===== src/rtl/traffic_light_controller.sv =====
// Main/side street traffic-light controller with pedestrian walk phase.
// Ticked interval timer, sensor extension and run-time interval reprogramming.
module traffic_light_controller #(
  parameter int TICK_DIV   = 10,
  parameter int T_BASE_DEF = 6,
  parameter int T_EXT_DEF  = 3,
  parameter int T_YEL_DEF  = 2
) (
  input  logic       clk,
  input  logic       Reset,
  input  logic       Sensor,
  input  logic       Walk_Request,
  input  logic       Reprogram,
  input  logic [1:0] Time_Parameter_Selector,
  input  logic [3:0] Time_Value,
  output logic [6:0] LEDs
);

  localparam int DW = (TICK_DIV > 1) ? $clog2(TICK_DIV) : 1;

  localparam logic [2:0] MAIN_G1 = 3'd0;
  localparam logic [2:0] MAIN_G2 = 3'd1;
  localparam logic [2:0] MAIN_Y  = 3'd2;
  localparam logic [2:0] WALK    = 3'd3;
  localparam logic [2:0] SIDE_G  = 3'd4;
  localparam logic [2:0] SIDE_GX = 3'd5;
  localparam logic [2:0] SIDE_Y  = 3'd6;

  logic [1:0]    sen_q, wreq_q;
  logic [2:0]    rp_q;
  logic [2:0]    state_q, state_d;
  logic [DW-1:0] div_q, div_d;
  logic [3:0]    cnt_q, cnt_d;
  logic [3:0]    tbase_q, tbase_d;
  logic [3:0]    text_q, text_d;
  logic [3:0]    tyel_q, tyel_d;
  logic          wl_q, wl_d;
  logic [6:0]    leds_q, leds_d;

  logic          sen_s, wreq_s, rp_edge;
  logic          tick, expired, load;
  logic [3:0]    ival, nv;

  assign sen_s   = sen_q[1];
  assign wreq_s  = wreq_q[1];
  assign rp_edge = rp_q[1] & ~rp_q[2];
  assign tick    = (div_q == DW'(TICK_DIV - 1));
  assign expired = tick && (cnt_q == 4'd1);
  assign nv      = (Time_Value == 4'd0) ? 4'd1 : Time_Value;
  assign LEDs    = leds_q;

  function automatic logic [6:0] dec(input logic [2:0] s);
    logic [6:0] l;
    l = 7'b0011000;
    case (s)
      MAIN_Y:          l = 7'b0101000;
      WALK:            l = 7'b1001001;
      SIDE_G, SIDE_GX: l = 7'b1000010;
      SIDE_Y:          l = 7'b1000100;
      default:         l = 7'b0011000;
    endcase
    return l;
  endfunction

  always_comb begin
    tbase_d = tbase_q;
    text_d  = text_q;
    tyel_d  = tyel_q;
    state_d = state_q;
    load    = 1'b0;
    ival    = tbase_q;
    // reprogram beats a simultaneous expiry
    if (rp_edge) begin
      case (Time_Parameter_Selector)
        2'b00:   tbase_d = nv;
        2'b01:   text_d  = nv;
        2'b10:   tyel_d  = nv;
        default: ;
      endcase
      state_d = MAIN_G1;
      load    = 1'b1;
      ival    = tbase_d;
    end else if (expired) begin
      load = 1'b1;
      case (state_q)
        MAIN_G1: begin
          state_d = MAIN_G2;
          ival    = sen_s ? text_q : tbase_q;
        end
        MAIN_G2: begin
          state_d = MAIN_Y;
          ival    = tyel_q;
        end
        MAIN_Y: begin
          state_d = wl_q ? WALK : SIDE_G;
          ival    = wl_q ? text_q : tbase_q;
        end
        WALK: begin
          state_d = SIDE_G;
          ival    = tbase_q;
        end
        SIDE_G: begin
          state_d = sen_s ? SIDE_GX : SIDE_Y;
          ival    = sen_s ? text_q : tyel_q;
        end
        SIDE_GX: begin
          state_d = SIDE_Y;
          ival    = tyel_q;
        end
        default: begin
          state_d = MAIN_G1;
          ival    = tbase_q;
        end
      endcase
    end
  end

  always_comb begin
    div_d = div_q;
    cnt_d = cnt_q;
    if (load) begin
      div_d = '0;
      cnt_d = ival;
    end else if (tick) begin
      div_d = '0;
      cnt_d = cnt_q - 4'd1;
    end else begin
      div_d = div_q + DW'(1);
    end
  end

  always_comb begin
    wl_d = wl_q;
    if (load && state_d == WALK) wl_d = 1'b0;
    else if (wreq_s)             wl_d = 1'b1;
  end

  assign leds_d = dec(state_d);

  always_ff @(posedge clk or posedge Reset) begin
    if (Reset) begin
      sen_q   <= '0;
      wreq_q  <= '0;
      rp_q    <= '0;
      state_q <= MAIN_G1;
      div_q   <= '0;
      cnt_q   <= 4'(T_BASE_DEF);
      tbase_q <= 4'(T_BASE_DEF);
      text_q  <= 4'(T_EXT_DEF);
      tyel_q  <= 4'(T_YEL_DEF);
      wl_q    <= 1'b0;
      leds_q  <= 7'b0011000;
    end else begin
      sen_q   <= {sen_q[0], Sensor};
      wreq_q  <= {wreq_q[0], Walk_Request};
      rp_q    <= {rp_q[1:0], Reprogram};
      state_q <= state_d;
      div_q   <= div_d;
      cnt_q   <= cnt_d;
      tbase_q <= tbase_d;
      text_q  <= text_d;
      tyel_q  <= tyel_d;
      wl_q    <= wl_d;
      leds_q  <= leds_d;
    end
  end

endmodule


===== config.mk =====
export PLATFORM = sky130hd
export DESIGN_NAME = traffic_light_controller
export DESIGN_NICKNAME = d
export VERILOG_FILES = /design/src/rtl/traffic_light_controller.sv
export SDC_FILE = /design/constraint.sdc
export NUM_CORES = 1
export LEC_CHECK = 0
export ABC_CLOCK_PERIOD_IN_PS = 3500
export BUFFER_PORTS_ARGS = -buffer_cell sky130_fd_sc_hd__buf_4
export CAP_MARGIN = 20
export CORE_ASPECT_RATIO = 0.75
export CORE_MARGIN = 2
export CORE_UTILIZATION = 45
export CTS_CLUSTER_SIZE = 40
export DETAILED_ROUTE_END_ITERATION = 10
export PLACE_DENSITY = 0.65
export SETUP_SLACK_MARGIN = 0.1
export SYNTH_ARGS = -nofsm -noshare
export SYNTH_HDL_FRONTEND = slang
export SYNTH_SLANG_ARGS = --single-unit

===== constraint.sdc =====
create_clock -name clk -period 3.5 [get_ports clk]
set_input_delay 0 -clock clk [delete_from_list [all_inputs] [get_ports clk]]
set_output_delay 0 -clock clk [all_outputs]
set_load 0.02 [all_outputs]

==> results.py, run 1 <==
metrics = {
    "status": {
        "result_of_the_run": "finished, final reports clean",
    },
    "timing": {
        "final.setup_skew_ns": 0.005436,
        "unrepaired_setup_endpoints_after_global_routing": "false",
        "finalHoldViolCount": 0,
        "setup_violations": 0,
        "max-slew-margin-rel_pct": 67.43,
        "least_margin_pin_slew_ns": 0.4885,
        "timing.final.max_slew_violations": 0,
        "post-route-min-period_ns": 1.934,
        "fin_setup_tns_ns": 0,
        "timing.fmax_mhz": 517.0,
        "period_share_pct": 55.27,
    },
    "final_layout": {
        "diodes": 0,
        "filler_cell_count": 373,
        "final_layout_size_suffix_gt1_share_pct": 26.42,
        "layout_nets": 226,
        "synthToLayoutAreaGrowth_pct": 16.19,
        "fin_area_um2": 2281,
    },
    "critical_path": {
        "criticalPathCategory": "register to register",
        "critical_path.max_fanout": 12,
        "worstRegToRegCells": 5,
        "start_kind": "register",
        "regToRegSetupSlack_ns": 1.57,
        "cp_data_required_time_ns": 3.66,
        "critPathCaptureType": "register",
        "r2r_start": "state_q[1]",
        "cp_data_arrival_time_ns": 2.10,
        "worst_setup_path_startpoint": "state_q[1]",
    },
    "floorplan": {
        "core_area_um2": 4129,
        "row_count": 20,
        "pin_count": 18,
        "initial_utilization_pct": 47.55,
        "die-width_um": 80.27,
        "die_height_um": 61.20,
        "floorplan.die_area_um2": 4912,
    },
    "power_and_ir_drop": {
        "leakagePower_nw": 0.9339,
        "ir_drop_mv": 0.1947,
        "power.density_cell_area_nw_per_um2": 493.2,
    },
    "yosys": {
        "synth.cell_area_um2": 1963,
        "synth_async_sr_flop_share_pct": 100.0,
        "synthCells": 184,
        "synth.yosys.seq_area_share_pct": 49.01,
        "synth.avg_cell_area_um2": 10.67,
        "synth_seq_cells": 38,
        "synth_enable_flop_cells": 0,
        "synth_ff_type": "dfrtp_1",
        "synth.yosys.warnings": 0,
        "synth_nets": 199,
        "synth_cell_type_count": 54,
    },
    "route": {
        "drt-initial-drc-count": 80,
        "post_drt_wl_per_cell_um": 16.30,
        "drt.antenna.violating_nets": 0,
        "dr.pass1.iters": 4,
        "detail_route.drc_violations": 0,
        "vias": 1490,
        "drt-total-wl_um": 4352,
        "vias_per_cell": 5.581,
    },
    "global_route": {
        "total_routing_usage_reported_by_global_routing_pct": 20.15,
        "first_global_vias": 1436,
        "initial_antenna_violation_count": 0,
        "pin_count_of_the_biggest_net_entering_global_routing": 39,
        "grt_pass1_wl_um": 7327,
        "grt_overflow": 0,
    },
    "min_path": {
        "min_path_type": "input port to register",
        "hold_depth": 4,
        "worst_hold_startpoint": "Time_Parameter_Selector[1]",
    },
    "clock_tree": {
        "clkLatencyLatePin_ns": 0.29,
        "tritoncts.num_buffers": 5,
        "cts_tree": "built",
        "tritoncts_sink_count": 38,
        "root_buffer": "clkbuf_8",
        "cts-root-to-sink-buffers": 2,
        "htree_num_levels": 2,
        "cts.clk_slew.worst_paths_ns": 0.08,
    },
    "run": {
        "max_cap_viol_count": 0,
    },
    "place": {
        "port_buffers": 17,
        "post_dp_cell_area_um2": 2128,
        "finalWeightedCongestion": 0.8793,
        "post-dp-hpwl_um": 3085,
    },
}
-- registers in the layout, indices dropped and copies added, names as in the netlist, 2 cells and up --
name and count:
tbase_q 4, state_q 3, text_q 4, cnt_q 4, tyel_q 4, sen_q 2
div_q 4, wreq_q 2, LEDs 7, rp_q 3
-- worst paths after layout --
kind | end
min | text_q[0]
min in group asynchronous | LEDs[6]
max in group asynchronous | cnt_q[1]
min reg2reg | wreq_q[1]
max | cnt_q[3]
max reg2reg | cnt_q[3]
-- where the power goes --
| group | switching [mW] | internal (mW) |
|---|---|---|
| Clock | 0.157 | 0.138 |
| Combinational | 0.122 | 0.118 |
| Sequential | 0.0704 | 0.520 |
-- synth_stat cells (all sizes together) (2+ instances only) --
cell     number  area share (%)
dfrtp        29              37
nor2         21             4.4
a21oi        15             4.0
nand2        13             2.5
o21ai        13             3.5
mux2         11             6.3
dfstp         9              12
inv           9             1.7
nand3         7             2.0
nor2b         5             1.6
ha            4             2.5
nor3          4             1.3
buf           3             1.6
mux2i         3             1.5
nor3b         3             1.7
o22ai         3             1.7
a211oi        2            0.76
a21o          2            0.76
clkbuf        2            0.38
nand2b        2            0.77
nand3b        2            0.76
o2111ai       2            0.89
-- kinds of logic after synthesis --
kind of cell	count (synthesis)	share of synthesized area, %
AND/OR/NAND/NOR	64	18.99
AO/OA/AOI/OAI	47	16.83
flip-flops	38	49.01
buffers and inverters	15	3.887
multiplexers	14	7.840
adder cells (fa/ha/maj)	4	2.549
XOR/XNOR	2	0.8925
-- layout make-up --
class	count	area, um2	share of cell area, %
clock buffers	6	72.57	3.182
clock inverters	2	10.01	0.4388
inverters	10	37.54	1.646
multi-input cells	131	924.6	40.54
flip-flops and latches	38	962.2	42.18
well taps	55	68.82	3.017
repair buffers	25	205.2	8.996
-- metal layers --
metal | track usage, % | share of wire (%)
met3 | 5.132 | 4.8
met5 | 0 | 0
met1 | 29.36 | 49
met4 | 7.022 | 1.7
met2 | 29.52 | 44
-- cells in the final DEF (no fill, tap or decap), types with 2 or more instances in the layout --
| cell | count |
|---|---|
| a211oi_1 | 2 |
| clkbuf_8 | 5 |
| nand2_1 | 13 |
| nor2_1 | 20 |
| nor3b_2 | 2 |
| mux2i_1 | 3 |
| inv_1 | 9 |
| ha_1 | 4 |
| mux2_1 | 2 |
| nand3b_1 | 2 |
| o2111ai_1 | 2 |
| dfrtp_1 | 29 |
| dlygate4sd3_1 | 7 |
| nor2b_1 | 5 |
| o21ai_1 | 3 |
| buf_4 | 18 |
| dfstp_2 | 9 |
| nand3_1 | 6 |
| a21oi_1 | 14 |
| nor3_1 | 3 |
| o22ai_1 | 2 |
| a21o_1 | 2 |
| clkinv_2 | 2 |
| o21ai_0 | 9 |
| mux2_2 | 9 |
-- critical path, stage by stage (launching register included) --
cell and delay, ns:
dfrtp_1 0.56, nor2b_1 0.15, a21oi_1 0.30, mux2_2 0.37
a211oi_1 0.29, o22ai_1 0.13
-- what timing repair did --
action / in CTS / in global routing
gates resized for setup: 0 / 0
hold buffers: 7 / 0
buffers inserted: 0 / 0
endpoints found under the hold margin: 41 / 0
endpoints found under the setup margin: 0 / 0
-- per-stage QoR --
stage	cells	worst slack [ns]	power [mW]	utilization, %	hold slack [ns]
after floorplan	184	1.767	0.7570	-	0.03143
after global placement	252	1.613	0.8167	51.55	0.1105
after detailed placement	252	1.596	0.8290	51.55	0.1107
after CTS	267	1.579	1.138	55.24	0.01729
after global routing	267	1.486	1.197	55.24	0.04834
final	267	1.566	1.125	55.24	0.03243
Note: power is estimated with default switching activity, not from simulation.
==> run 2: changes to the inputs <==
- ABC_CLOCK_PERIOD_IN_PS: 3500 -> 1650
- PLACE_DENSITY: 0.65 -> 0.68
- clock period: 3.5 -> 1.65 ns (I/O delays scaled with it)
==> run 2 against run 1 <==
Critical path depth is 2 higher. Non-clock buffer count up 28. Critical endpoint is now wl_q. Critical path type unchanged. Utilization rose by 8.5 points. Count of clock-buffer cells in the layout is 1 higher. Clock power increased by 120%. Sequential share of layout area is 5.6 points lower. Routed wire length rose by 6.2%. Global-route usage barely moved.
==> results.py, run 2 (synthesis gave the netlist of run 1 again) <==
metrics = {
    "timing": {
        "post-route-min-period_ns": 1.649,
        "least_margin_pin_slew_ns": 0.4689,
        "timing.fmax_mhz": 606.4,
        "timing.final.max_slew_violations": 0,
        "unrepaired_setup_endpoints_after_global_routing": "true",
        "period_share_pct": 99.95,
        "final.setup_skew_ns": 0.006228,
        "setup_violations": 0,
        "finalHoldViolCount": 0,
        "fin_setup_tns_ns": 0,
        "max-slew-margin-rel_pct": 68.74,
    },
    "route": {
        "detail_route.drc_violations": 0,
        "dr.pass1.iters": 4,
        "met1Wirelength_um": 2069,
        "route.met3.wl_um": 250,
        "post_drt_wl_per_cell_um": 15.61,
        "drt-total-wl_um": 4621,
        "vias_per_cell": 5.568,
        "met2_length_um": 2227,
        "drt-initial-drc-count": 99,
        "dr.max_layer_used": "met4",
        "drt.antenna.violating_nets": 0,
        "vias": 1648,
    },
    "run": {
        "max_cap_viol_count": 0,
    },
    "critical_path": {
        "worstRegToRegCells": 7,
        "critical_path.slowest_cell": "dfrtp_1",
        "critical_path.max_fanout": 5,
        "r2r_start": "div_q[1]",
        "start_kind": "register",
        "regToRegSetupSlack_ns": 0.0008,
        "cp_data_required_time_ns": 1.83,
        "cp_data_arrival_time_ns": 1.83,
        "critical_path.reg2reg.endpoint": "wl_q",
        "delay_of_the_slowest_cell_on_the_worst_path_ns": 0.40,
        "criticalPathCategory": "register to register",
        "critical_path.cell_chain": "inv_2, ha_4, nand4bb_4, o21a_1, o21ai_2, and4_4, a21oi_2",
        "critPathCaptureType": "register",
    },
    "final_layout": {
        "layout_nets": 255,
        "final_cell_count_no_fill": 296,
        "largest_register_ffs": 7,
        "layout_common_cells": "42 x buf_4, 28 x dfrtp_1, 18 x nor2_1, 11 x nand2_1, 11 x a21oi_1",
        "filler_cell_count": 330,
        "synthToLayoutAreaGrowth_pct": 34.03,
        "final_layout_size_suffix_gt1_share_pct": 44.81,
        "most_common_library_cell_in_the_layout_ignoring_fill_and_taps": "buf_4",
        "diodes": 0,
    },
    "place": {
        "post-dp-hpwl_um": 3202,
        "port_buffers": 17,
        "finalWeightedCongestion": 0.8598,
        "place.detailed.instances": 272,
    },
    "global_route": {
        "grt_pass1_wl_um": 7445,
        "first_global_vias": 1631,
        "initial_antenna_violation_count": 0,
        "grt_overflow": 0,
        "total_routing_usage_reported_by_global_routing_pct": 20.11,
        "pin_count_of_the_biggest_net_entering_global_routing": 39,
    },
    "min_path": {
        "hold_depth": 3,
        "min_path_type": "input port to register",
        "worst_hold_startpoint": "Time_Value[0]",
        "min_delay_worst_endpoint": "tbase_q[0]",
    },
    "floorplan": {
        "core_area_um2": 4129,
        "initial_utilization_pct": 47.55,
        "floorplan.die_area_um2": 4912,
        "die_height_um": 61.20,
        "die-width_um": 80.27,
        "pin_count": 18,
        "row_count": 20,
    },
    "clock_tree": {
        "tritoncts.num_buffers": 5,
        "root_buffer": "clkbuf_8",
        "tritoncts_sink_count": 38,
        "cts.clk_slew.worst_paths_ns": 0.07,
        "htree_num_levels": 2,
        "clkLatencyLatePin_ns": 0.29,
        "cts_tree": "built",
        "cts-root-to-sink-buffers": 2,
    },
    "power_and_ir_drop": {
        "power.density_cell_area_nw_per_um2": 1008,
        "leakagePower_nw": 1.105,
        "ir_drop_mv": 0.5839,
        "power_mw": 2.652,
    },
    "status": {
        "result_of_the_run": "finished, final reports clean",
    },
}
[run 2: cell types whose count changed in the layout (fill, tap and decap cells not counted), sizes merged]
cell	previous run	this run
buf	18	46
clkbuf	6	7
clkinv	3	2
nor2	21	22
[run 2: metrics by stage]
| stage | hold slack, ns | setup slack, ns | utilization (%) | area, um2 |
|---|---|---|---|---|
| floorplan | 0.03143 | 0.06150 | - | 1982 |
| global placement | 0.1092 | 0.01459 | 55.64 | 2297 |
| detailed placement | 0.1105 | -0.02767 | 55.64 | 2297 |
| CTS | 0.03430 | 0.01084 | 62.33 | 2574 |
| global route | 0.05608 | -0.1009 | 63.73 | 2631 |
| finish | 0.03866 | 0.0008142 | 63.73 | 2631 |
[run 2: repair_timing]
item                                    4_1_cts  5_1_grt
pin swaps                                     6        5
gates cloned                                  1        0
endpoints found under the hold margin        41        0
gates resized for setup                      11       17
endpoints found under the setup margin       13       21
setup buffers                                 8        0
hold buffers                                  7        0
[run 2: how the worst max path moves through the flow]
stage / start / to / slack [ns] / cells after the start
global route: div_q[1] / wl_q / -0.10 / 7
CTS: div_q[1] / wl_q / 0.01 / 7
detailed placement: cnt_q[1] / wl_q / -0.03 / 7
floorplan: div_q[1] / wl_q / 0.06 / 7
finish: div_q[1] / wl_q / 0.0008 / 7
global placement: cnt_q[1] / wl_q / 0.01 / 7
[run 2: area by class of cell]
cell class	count	area, um2	share of cell area (%)
Multi-Input combinational cell	132	1039	39.47
Sequential cell	38	963.4	36.61
Timing Repair Buffer	53	430.4	16.36
Clock buffer	7	86.33	3.281
Tap cell	55	68.82	2.615
Inverter	10	38.79	1.474
Clock inverter	1	5.005	0.1902
[run 2: metal layers]
layer | vias to the layer above | track usage, %
li1 | 771 | -
met1 | 820 | 26.00
met2 | 48 | 33.93
met3 | 9 | 4.545
met4 | 0 | 7.264
met5 | - | 0
[run 2: critical path: cells and delay by family, from the launching register on]
family | cells | cell delay, ns
AO/OA/AOI/OAI | 3 | 0.48
AND/OR/NAND/NOR | 2 | 0.45
buffers and inverters | 1 | 0.07
adder cells (fa/ha/maj) | 1 | 0.14
flip-flops | 1 | 0.40
[run 2: power breakdown]
part / internal [mW] / switching (mW) / leakage [nW]
registers: 1.10 / 0.140 / 0.452
logic: 0.401 / 0.350 / 0.605
clock network: 0.337 / 0.319 / 0.0482
total: 1.84 / 0.810 / 1.11
==> run 3: changes to the inputs <==
--- a/config.mk
+++ b/config.mk
@@ -12,7 +12,7 @@
 export CORE_MARGIN = 2
 export CORE_UTILIZATION = 45
-export CTS_CLUSTER_SIZE = 40
+export CTS_CLUSTER_SIZE = 8
 export DETAILED_ROUTE_END_ITERATION = 10
-export PLACE_DENSITY = 0.68
+export PLACE_DENSITY = 0.66
 export SETUP_SLACK_MARGIN = 0.1
 export SYNTH_ARGS = -nofsm -noshare
==> constraint.sdc (replaced) <==
create_clock -name clk -period 1.65 [get_ports clk]
set_input_delay 0 -clock clk [delete_from_list [all_inputs] [get_ports clk]]
set_output_delay 0 -clock clk [all_outputs]
set_load 0.01 [all_outputs]
==> run 3 against run 2 <==
Final cell count down 1.0%. Critical path depth increased by 1. Fmax fell by 1.7%. Global-route usage down 0.65 points. Critical path type unchanged. The flow now finishes with violations (setup timing). Non-clock buffer count fell by 2. Utilization down 0.91 points. Clock skew up 0.0017 ns. Sequential share of layout area increased by 0.53 points.
==> results.py, run 3 (synthesis gave the netlist of run 1 again) <==
metrics = {
    "status": {
        "result_of_the_run": "finished, violations left",
        "failing_checks": "setup timing",
    },
    "clock_tree": {
        "htree_num_levels": 2,
        "root_buffer": "clkbuf_8",
        "cts_tree": "built",
        "tritoncts.num_buffers": 5,
        "cts-root-to-sink-buffers": 2,
        "tritoncts_sink_count": 38,
        "cts.clk_slew.worst_paths_ns": 0.08,
        "clkLatencyLatePin_ns": 0.29,
    },
    "timing": {
        "unrepaired_setup_endpoints_after_global_routing": "true",
        "finalHoldViolCount": 0,
        "setup_violations": 1,
        "least_margin_pin_slew_ns": 0.4569,
        "max-slew-margin-rel_pct": 69.54,
        "final.setup_skew_ns": 0.007913,
        "slack_of_the_critical_path_ns": -0.02759,
        "post-route-min-period_ns": 1.678,
        "period_share_pct": 101.7,
        "timing.final.max_slew_violations": 0,
        "timing.fmax_mhz": 596.1,
    },
    "route": {
        "drt-initial-drc-count": 97,
        "detail_route.drc_violations": 0,
        "drt-total-wl_um": 4377,
        "dr.pass1.iters": 4,
        "drt.antenna.violating_nets": 0,
        "post_drt_wl_per_cell_um": 14.94,
        "vias_per_cell": 5.372,
        "vias": 1574,
    },
    "final_layout": {
        "filler_cell_count": 334,
        "synthToLayoutAreaGrowth_pct": 32.12,
        "layout_common_cells": "41 x buf_4, 28 x dfrtp_1, 18 x nor2_1, 12 x a21oi_1, 11 x nand2_1",
        "area.sequential_um2": 963.4,
        "most_common_library_cell_in_the_layout_ignoring_fill_and_taps": "buf_4",
        "diodes": 0,
        "finalCoreUtilization_pct": 62.82,
        "largest_register_ffs": 7,
        "area_of_the_multi_input_gates_um2": 1021,
        "layout_nets": 252,
        "final_layout_size_suffix_gt1_share_pct": 42.86,
        "fin_area_um2": 2594,
    },
    "power_and_ir_drop": {
        "leakagePower_nw": 1.093,
        "power.density_cell_area_nw_per_um2": 1015,
        "power_mw": 2.633,
        "ir_drop_mv": 0.5598,
    },
    "floorplan": {
        "pin_count": 18,
        "floorplan.die_area_um2": 4912,
        "initial_utilization_pct": 47.55,
        "die-width_um": 80.27,
        "row_count": 20,
        "die_height_um": 61.20,
        "core_area_um2": 4129,
    },
    "global_route": {
        "initial_antenna_violation_count": 0,
        "grt_overflow": 0,
        "pin_count_of_the_biggest_net_entering_global_routing": 39,
        "total_routing_usage_reported_by_global_routing_pct": 19.46,
        "grt_pass1_wl_um": 7169,
        "first_global_vias": 1521,
    },
    "run": {
        "max_cap_viol_count": 0,
    },
    "critical_path": {
        "critical_path.max_fanout": 3,
        "cp_data_arrival_time_ns": 1.85,
        "criticalPathCategory": "register to register",
        "cp.buffers_inverters": 2,
        "critPathCaptureType": "register",
        "critical_path.cell_chain": "inv_2, ha_4, nand4bb_4, buf_6, a2111oi_4, o21ai_2, and4_4, a21o_1",
        "start_kind": "register",
        "worst_setup_path_startpoint": "div_q[1]",
        "cp_data_required_time_ns": 1.83,
        "delay_of_the_slowest_cell_on_the_worst_path_ns": 0.40,
        "critical_path.slowest_cell": "dfrtp_1",
        "r2r_start": "div_q[1]",
        "cp_top_family": "compound AO/OA/AOI/OAI gates",
    },
    "place": {
        "placement.setup.worst_slack_ns": -0.04199,
        "finalWeightedCongestion": 0.8151,
        "port_buffers": 17,
        "post_dp_cell_area_um2": 2312,
        "post-dp-hpwl_um": 3222,
    },
    "min_path": {
        "worst_hold_startpoint": "Time_Value[0]",
        "min_path_type": "input port to register",
    },
}
-- run 3: cell types whose count changed in the layout (fill, tap and decap cells not counted), sizes merged --
| cell | previous run | this run |
|---|---|---|
| nor2 | 22 | 21 |
| buf | 46 | 44 |
-- run 3: final timing paths --
| check | endpoint | slack, ns | cells after the start |
|---|---|---|---|
| max | LEDs[6] | -0.03 | 8 |
| min | text_q[0] | 0.04 | 3 |
| max reg2reg | LEDs[6] | -0.03 | 8 |
| min reg2reg | sen_q[1] | 0.35 | 0 |
| max in group asynchronous | cnt_q[2] | 0.92 | 4 |
| min in group asynchronous | text_q[2] | 0.38 | 4 |
-- run 3: final cells by class --
class	count	area share, %
Sequential cell	38	37.14
Timing Repair Buffer	51	15.87
Tap cell	55	2.653
Inverter	10	1.447
Clock inverter	1	0.1930
Multi-Input combinational cell	131	39.36
Clock buffer	7	3.329
-- run 3: stage by stage --
step	hold WS (ns)	setup TNS, ns	instances
after floorplan	0.03143	0	184
after global placement	0.1097	0	274
after detailed placement	0.1105	-0.1312	274
after CTS	0.04233	-0.06476	292
after global routing	0.06260	-0.2983	293
final	0.04372	-0.02759	293
-- run 3: worst reg2reg max path: stages (launching register included) --
cell and delay (ns):
dfrtp_1 0.40, inv_2 0.07, ha_4 0.14, nand4bb_4 0.15, buf_6 0.16, a2111oi_4 0.19, o21ai_2 0.11, and4_4 0.20
a21o_1 0.15
-- run 3: what timing repair did --
item                                    4_1_cts  5_1_grt
hold buffers                                  7        0
endpoints found under the setup margin       16       22
pin swaps                                     4        2
endpoints found under the hold margin        40        0
setup buffers                                 3        1
resized for setup                             4       18
-- run 3: report_power, final --
| part | total, mW | leakage [nW] | switching [mW] | internal (mW) |
|---|---|---|---|---|
| Clock | 0.647 | 0.0482 | 0.310 | 0.337 |
| Combinational | 0.740 | 0.593 | 0.335 | 0.405 |
| Sequential | 1.25 | 0.452 | 0.141 | 1.10 |
| Total | 2.63 | 1.09 | 0.787 | 1.85 |
-- run 3: metal layers --
layer	global-route usage (%)	vias up	wire length [um]
met1	25.63	770	2036
met5	0	-	0
met4	6.538	0	44
met2	32.50	37	2095
li1	-	762	-
met3	4.399	5	201
